==> src/rtl/hood_mode_scheduler.sv <==
// Range-hood mode controller: power, fan levels, timed boost and timed self-clean.
// Latency: every output is registered and follows a button pulse by one clk edge.
// Backpressure: none; button pulses are acted on in the cycle they arrive.
module hood_mode_scheduler #(
    parameter int TICK_DIV  = 100_000_000,
    parameter int BOOST_SEC = 60,   // must fit in 8 bits (<= 255)
    parameter int CLEAN_SEC = 180   // must fit in 8 bits (<= 255)
) (
    input  logic       clk,
    input  logic       reset,
    input  logic       power_btn,
    input  logic       level_go,
    input  logic [1:0] level_sel,
    input  logic       clean_btn,
    input  logic       time_out,
    output logic       if_count,
    output logic       if_clean,
    output logic [1:0] fan_level,
    output logic [2:0] state,
    output logic [7:0] remaining,
    output logic       remind
);

    localparam int            PW         = (TICK_DIV > 1) ? $clog2(TICK_DIV) : 1;
    localparam logic [PW-1:0] PRESC_LAST = PW'(TICK_DIV - 1);
    localparam logic [7:0]    BOOST_INIT = 8'(BOOST_SEC);
    localparam logic [7:0]    CLEAN_INIT = 8'(CLEAN_SEC);

    typedef enum logic [2:0] {
        S_OFF     = 3'd0,
        S_STANDBY = 3'd1,
        S_RUN     = 3'd2,
        S_BOOST   = 3'd3,
        S_CLEAN   = 3'd4,
        S_DONE    = 3'd5
    } state_t;

    state_t        state_q, state_d;
    logic [PW-1:0] presc_q, presc_d;
    logic [1:0]    fan_d;
    logic [7:0]    rem_d;
    logic          tick;
    logic          timed_d;

    // State, prescaler and every output are registered together so they move on the same edge
    always_ff @(posedge clk or negedge reset) begin
        if (!reset) begin
            state_q   <= S_OFF;
            presc_q   <= '0;
            fan_level <= 2'd0;
            remaining <= 8'd0;
            if_count  <= 1'b0;
            if_clean  <= 1'b0;
            remind    <= 1'b0;
        end else begin
            state_q   <= state_d;
            presc_q   <= presc_d;
            fan_level <= fan_d;
            remaining <= rem_d;
            if_count  <= (state_d == S_RUN) || (state_d == S_BOOST);
            if_clean  <= (state_d == S_DONE);
            // Reminder is suppressed while cleaning so the lamp does not flash during the cycle
            remind    <= time_out && (state_d != S_OFF) && (state_d != S_CLEAN)
                         && (state_d != S_DONE);
        end
    end

    assign state = state_q;

    // Next-state, prescaler and next-output logic; priority is power > clean > level
    always_comb begin
        state_d = state_q;
        fan_d   = fan_level;
        rem_d   = remaining;
        tick    = 1'b0;
        presc_d = '0;

        // Prescaler only runs in the timed states; it rests at zero elsewhere,
        // so entering a timed state always starts a full tick period.
        if (state_q == S_BOOST || state_q == S_CLEAN) begin
            tick    = (presc_q == PRESC_LAST);
            presc_d = tick ? '0 : presc_q + PW'(1);
        end

        case (state_q)
            S_OFF: begin
                if (power_btn) state_d = S_STANDBY;
            end
            S_STANDBY: begin
                if (power_btn) begin
                    state_d = S_OFF;
                end else if (clean_btn) begin
                    state_d = S_CLEAN;
                    rem_d   = CLEAN_INIT;
                end else if (level_go) begin
                    case (level_sel)
                        2'd0: state_d = S_STANDBY;
                        2'd1, 2'd2: begin
                            state_d = S_RUN;
                            fan_d   = level_sel;
                        end
                        2'd3: begin
                            state_d = S_BOOST;
                            rem_d   = BOOST_INIT;
                        end
                    endcase
                end
            end
            S_RUN, S_BOOST: begin
                if (power_btn) begin
                    state_d = S_OFF;
                end else if (level_go) begin
                    case (level_sel)
                        2'd0: state_d = S_STANDBY;
                        2'd1, 2'd2: begin
                            state_d = S_RUN;
                            fan_d   = level_sel;
                        end
                        2'd3: begin
                            // Also covers a boost restart: reload and restart the tick period
                            state_d = S_BOOST;
                            rem_d   = BOOST_INIT;
                            presc_d = '0;
                        end
                    endcase
                end else if (state_q == S_BOOST && tick) begin
                    if (remaining <= 8'd1) begin
                        state_d = S_RUN;
                        fan_d   = 2'd2;
                    end else begin
                        rem_d = remaining - 8'd1;
                    end
                end
            end
            S_CLEAN: begin
                if (power_btn) begin
                    state_d = S_OFF;
                end else if (tick) begin
                    if (remaining <= 8'd1) state_d = S_DONE;
                    else                   rem_d   = remaining - 8'd1;
                end
            end
            S_DONE: begin
                state_d = S_STANDBY;
            end
            default: begin
                state_d = S_OFF;
            end
        endcase

        // Output ranges are tied to the destination state
        timed_d = (state_d == S_BOOST) || (state_d == S_CLEAN);
        if (state_d == S_BOOST)     fan_d = 2'd3;
        else if (state_d != S_RUN)  fan_d = 2'd0;
        if (!timed_d) begin
            rem_d   = 8'd0;
            presc_d = '0;
        end
    end

endmodule

==> config.mk <==
export PLATFORM = sky130hd
export DESIGN_NAME = hood_mode_scheduler
export DESIGN_NICKNAME = d
export VERILOG_FILES = /design/src/rtl/hood_mode_scheduler.sv
export SDC_FILE = /design/constraint.sdc
export NUM_CORES = 1
export LEC_CHECK = 0
export BUFFER_PORTS_ARGS = -buffer_cell sky130_fd_sc_hd__buf_4
export CORE_ASPECT_RATIO = 0.9
export CORE_MARGIN = 5
export CORE_UTILIZATION = 50
export CTS_CLUSTER_DIAMETER = 40
export CTS_CLUSTER_SIZE = 20
export DETAILED_ROUTE_END_ITERATION = 7
export GPL_TIMING_DRIVEN = 1
export PLACE_DENSITY = 0.78
export SLEW_MARGIN = 20
export SYNTH_ARGS = -nofsm -noshare
export SYNTH_HDL_FRONTEND = slang
export SYNTH_SLANG_ARGS = --single-unit
==> constraint.sdc <==
create_clock -name clk -period 2.75 [get_ports clk]
set_input_delay 0.825 -clock clk [delete_from_list [all_inputs] [get_ports clk]]
set_output_delay 0.825 -clock clk [all_outputs]
set_load 0.005 [all_outputs]
* Yosys cells after proc, flatten, opt, wreduce, memory -nomap -nowiden
Index checks and enable logic that the tools add are counted.
Widths: inputs -> output; s select.
** Storage, ports and cells
- Bits of input ports :: 8
- Register bits after elaboration :: 43
- Output and inout port bits :: 16
- Logic and storage cells :: 98
** Operators by class
- Muxes and demuxes :: 44
- Equality and inequality tests :: 29
- Magnitude comparators :: 1
- Reductions and logical operators :: 15
- Add/sub/neg operators :: 2
** Operators with widths (count)
- $mux 27 :: 7
- $mux 8 :: 11
- $mux 3 :: 11
- $add 27x1->27 const B :: 1
- $eq 27x27->1 const B :: 1
- $ne 4x4->1 const B :: 6
- $pmux 8 s3 :: 1
- $mux 2 :: 10
- $ne 3x3->1 const B :: 6
- $pmux 3 s5 :: 1
- $reduce_and 7->1 :: 2
- $eq 3x2->1 const B :: 4
- $eq 3x3->1 const B :: 4
- $ne 5x5->1 const B :: 2
- $pmux 3 s3 :: 1
- $le 8x1->1 const B :: 1
- $sub 8x1->8 const B :: 1
- $eq 2x2->1 const B :: 2
- $logic_and 1x1->1 :: 4
- $ne 4x1->1 const B :: 1
- $pmux 2 s2 :: 1
- $reduce_bool 4->1 :: 1
- $reduce_or 2->1 :: 2
- $eq 3x1->1 const B :: 1
- other kinds (7) :: 9

* Logic depth before layout (Yosys ltp)
- Depth in word-level cells :: 12
- Gate-level depth with buffers :: 9

* Least setup slack after synthesis
OpenSTA, ideal clock, no wires.
- Kind :: register -> register
- Start :: reg remaining[0]
- End :: reg presc_q[24]
- Buffers on the path :: 1
- Cell stages (with the launch flop) :: 10
- Slack :: -0.147 ns
- Library setup time :: 0.142 ns
- Required time :: 2.608 ns
- Arrival :: 2.755 ns
- Path through :: dfrtp_1 > inv_1 > ha_1 > nor2_1 > nand3b_2 > or4_4 > a211oi_4 > mux2i_1 > buf_2 > nor3_2
** On the way
- Cells in the longest elaborated chain, start to end :: 9
- Elaborated cells between the ends (all ways) :: 13
- Classes of those cells :: order compare (1); eq/ne (2); mux (9); reduce/logical (1)
** RTL lines
- from (decl) :: RTL line 20 : output logic [7:0] remaining,
- from (signal assigned) :: RTL line 59 : remaining <= rem_d;
- $le 8x1->1 * :: RTL line 127, 139
- $mux 3 :: RTL line 127 : if (remaining <= 8'd1) begin
- $mux 3 :: RTL line 126 : end else if (state_q == S_BOOST && tick) begin
- $mux 3 :: RTL line 112 : end else if (level_go) begin
- $mux 3 :: RTL line 110 : if (power_btn) begin
- $pmux 3 s5 * :: RTL line 85 : case (state_q)
- $eq 3x2->1 or $eq 3x3->1 (tied branches) :: RTL line 152 : timed_d = (state_d == S_BOOST) || (state_d == S_CLEAN);
- $logic_or 1x1->1 * :: RTL line 152
- $mux 27 * :: RTL line 155 : if (!timed_d) begin
- via presc_d[24] :: RTL line 39 : logic [PW-1:0] presc_q, presc_d;
- to (signal assigned) :: RTL line 57 : presc_q <= presc_d;
- to (decl) :: RTL line 39
The timed path passes the listed nets; every way through them passes the cells marked *.
A chain may end at the register's enable or synchronous reset.

* Final worst setup path
- Start :: reg presc_q[17]
- End :: reg remaining[4]
** On the way
- Cells in the longest elaborated chain, start to end :: 11
- Elaborated cells between the ends (all ways) :: 21
- Classes of those cells :: eq/ne (10); mux (8); reduce/logical (3)
** RTL lines
- $eq 27x27->1 * :: RTL line 81 : tick = (presc_q == PRESC_LAST);
- $mux 1 * :: RTL line 80 : if (state_q == S_BOOST || state_q == S_CLEAN) begin
- $logic_and 1x1->1 :: RTL line 126
- $mux 3 :: RTL line 126
- $mux 3 :: RTL line 112
- $mux 3 :: RTL line 110
- $pmux 3 s5 :: RTL line 85
- $eq 3x2->1 or $eq 3x3->1 (tied branches) :: RTL line 152
- $logic_or 1x1->1 :: RTL line 152
- $ne 4x1->1 (no source line), or another cell as far along
- $reduce_and 7->1 (no source line)
Every way passes the cells marked *; elsewhere a longest branch is shown, timed or not.

==> reports/metrics.cfg <==
[synthesis]
post_synth.cell_area_avg_um2 = 9.410
synth_cells = 284
synth_enable_flop_cells = 0
ys_seq_area_share_pct = 40.26
yosysWarnings = 0
synth.distinct_cells = 49
synth_top_cell_by_area = dfrtp_1
synth_area_leaders = dfrtp_1, nor3_2, xor2_1
syn_nets = 297
ys_seq_elements = 43
netlist_area_um2 = 2673
yosys.area.top_type_share_pct = 40.26
synthFlopType = dfrtp_1
synthArstFlopShare_pct = 100.0

[final_layout]
syn_to_final_growth_pct = 21.77
final_util_pct = 62.30
drive_gt1_share_pct = 26.91
mostFrequentLayoutCells = dfrtp_1, buf_4, nor3_2, nand2_1, nor2_1
finalNetCount = 340
n_fill_cell = 429
antenna_cells = 0
final_common_cell = dfrtp_1

[placed_design]
gp_congestion = 0.9490
dp_worst_setup_slack_ps = -18.86
port_buffers = 23
post-dp-hpwl_mm = 4.135

[clock_network]
cts_tree = done
cts.clk_slew.worst_paths_ps = 80
cts_sinks = 43
htree_num_levels = 2
ctsHoldBuffers = 0
clk_latency_ps = 300
clk_path_buf_depth = 2
cts_root_buf = clkbuf_8
numCtsBuffers = 5

[timing]
skew_ps = 8.689
setup_slack_ps = 43.81
period_share_pct = 98.41
setup_violations = 0
max_slew_margin_pct = 62.54
hold_violations = 0
worstMarginPinSlew_ps = 561.9
period_needed_ps = 2706
max_freq_mhz = 369.5
maxSlewViolCount = 0
whs_ps = 510.3

[pwr]
vdd_ir_drop_max_v = 0.0002437
p_total_mw = 1.575
p_per_area_nw_per_um2 = 483.9
p_leak_nw = 1.323

[global_routing]
antenna_found_initial = 0
overflow = 0
grt_pass1_vias = 2214
grt_pass1_wl_mm = 10.42
grt_start_max_net_pins = 44
grt_util_all_layers_pct = 18.59

[drt]
drtIter0Drc = 145
drtAntennaViolNets = 0
via_per_inst = 5.825
routed_wl_mm = 6.175
drt_first_pass_iters = 4
remaining_drc_errors = 0
vias = 2295
wl_per_cell_um = 15.67

[floorplan]
die_area_um2 = 6909
start_util_pct = 51.16
die_h_um = 79.36
core_um2 = 5224
die_w_um = 87.07
rows = 25
num_io_pins = 24

[setup_path]
crit_fanout = 5
cp-start-kind = register
path_class = reg2reg
cp.required_ps = 2920
reg2reg_depth = 8
critPathCaptureType = register
critical_path_arrival_ps = 2870

[flow_run]
cap_violations = 0

[outcome]
status = finished, final reports clean

[min_path]
hold_class = in2async

-- routing by layer --
layer  vias up  share of wire [%]  track usage [%]
met5         -                  0                0
met2        63                 50            29.97
li1       1113                  -                -
met3         5                5.5            3.423
met1      1114                 44            25.76
met4         0               0.62            4.517
-- Yosys cell counts, drive strengths merged, types with 5 or more instances --
library cell and count:
clkbuf 8, ha 5, xnor2 9, inv 13, nor2 18, nor3 34, a211oi 7, or3 5
dfrtp 43, nand3 15, nand2 21, nand4 12, a21oi 11, xor2 16, and4 5, o21ai 8
-- worst max-delay path, cell delays in order, from the launching register on --
cell and delay, ps:
dfrtp_1 430, nor4bb_2 390, nand4_1 200, or4_4 570, a211oi_4 340, mux2i_4 300, buf_12 150, buf_4 150
a211oi_2 40
-- flip-flops by register name, indices dropped and copies added, names as in the netlist --
| name | flops |
|---|---|
| fan_level | 2 |
| if_clean | 1 |
| if_count | 1 |
| presc_q | 27 |
| remaining | 8 |
| remind | 1 |
| state | 3 |
-- cell type report --
| type | count | area, µm² | share of cell area [%] |
|---|---|---|---|
| inverters | 13 | 48.80 | 1.499 |
| well taps | 67 | 83.83 | 2.576 |
| multi-input cells | 217 | 1520 | 46.71 |
| clock inverters | 1 | 5.005 | 0.1538 |
| repair buffers | 47 | 437.9 | 13.46 |
| clock buffers | 6 | 82.58 | 2.537 |
| flip-flops and latches | 43 | 1076 | 33.06 |
-- power by group --
part | internal, mW | switching (mW)
clock | 0.197 | 0.212
sequential | 0.651 | 0.0319
combinational | 0.221 | 0.263
-- worst paths after layout --
check / start / slack [ps] / to
min reg2reg: presc_q[0]$_DFF_PN0_ / 510 / presc_q[0]$_DFF_PN0_
min in group clk: presc_q[0]$_DFF_PN0_ / 510 / presc_q[0]$_DFF_PN0_
min: reset / 510 / remaining[0]$_DFFE_PN0P_
max in group asynchronous: reset / 1850 / presc_q[12]$_DFF_PN0_
max: presc_q[17]$_DFF_PN0_ / 40 / remaining[4]$_DFFE_PN0P_
max reg2reg: presc_q[17]$_DFF_PN0_ / 40 / remaining[4]$_DFFE_PN0P_
-- through the flow --
| step | setup TNS (ps) | cell area (µm²) | cells |
|---|---|---|---|
| after floorplan | 0 | 2688 | 284 |
| after global placement | -779.7 | 3090 | 384 |
| after detailed placement | -131.3 | 3090 | 384 |
| after CTS | 0 | 3178 | 391 |
| after global routing | -676.5 | 3254 | 394 |
| final | 0 | 3254 | 394 |
-- logic make-up (layout without fill, tap and decap cells) --
kind of cell,count (synthesis),in the layout,synth area share (%)
xor gates and xnor gates,25,25,8.193
AOI/OAI and AO/OA,44,44,11.38
muxes,3,3,1.124
buffers and inverters,24,67,3.698
DFF,43,43,40.26
and+or+nand+nor,140,140,33.01
adders and majority gates,5,5,2.341
-- repair_timing --
item,in CTS,in global routing
setup endpoints to repair,0,15
endpoints found under the hold margin,0,0
buffers inserted,0,1
resized for setup,0,2
(Power assumes the default switching activity.)
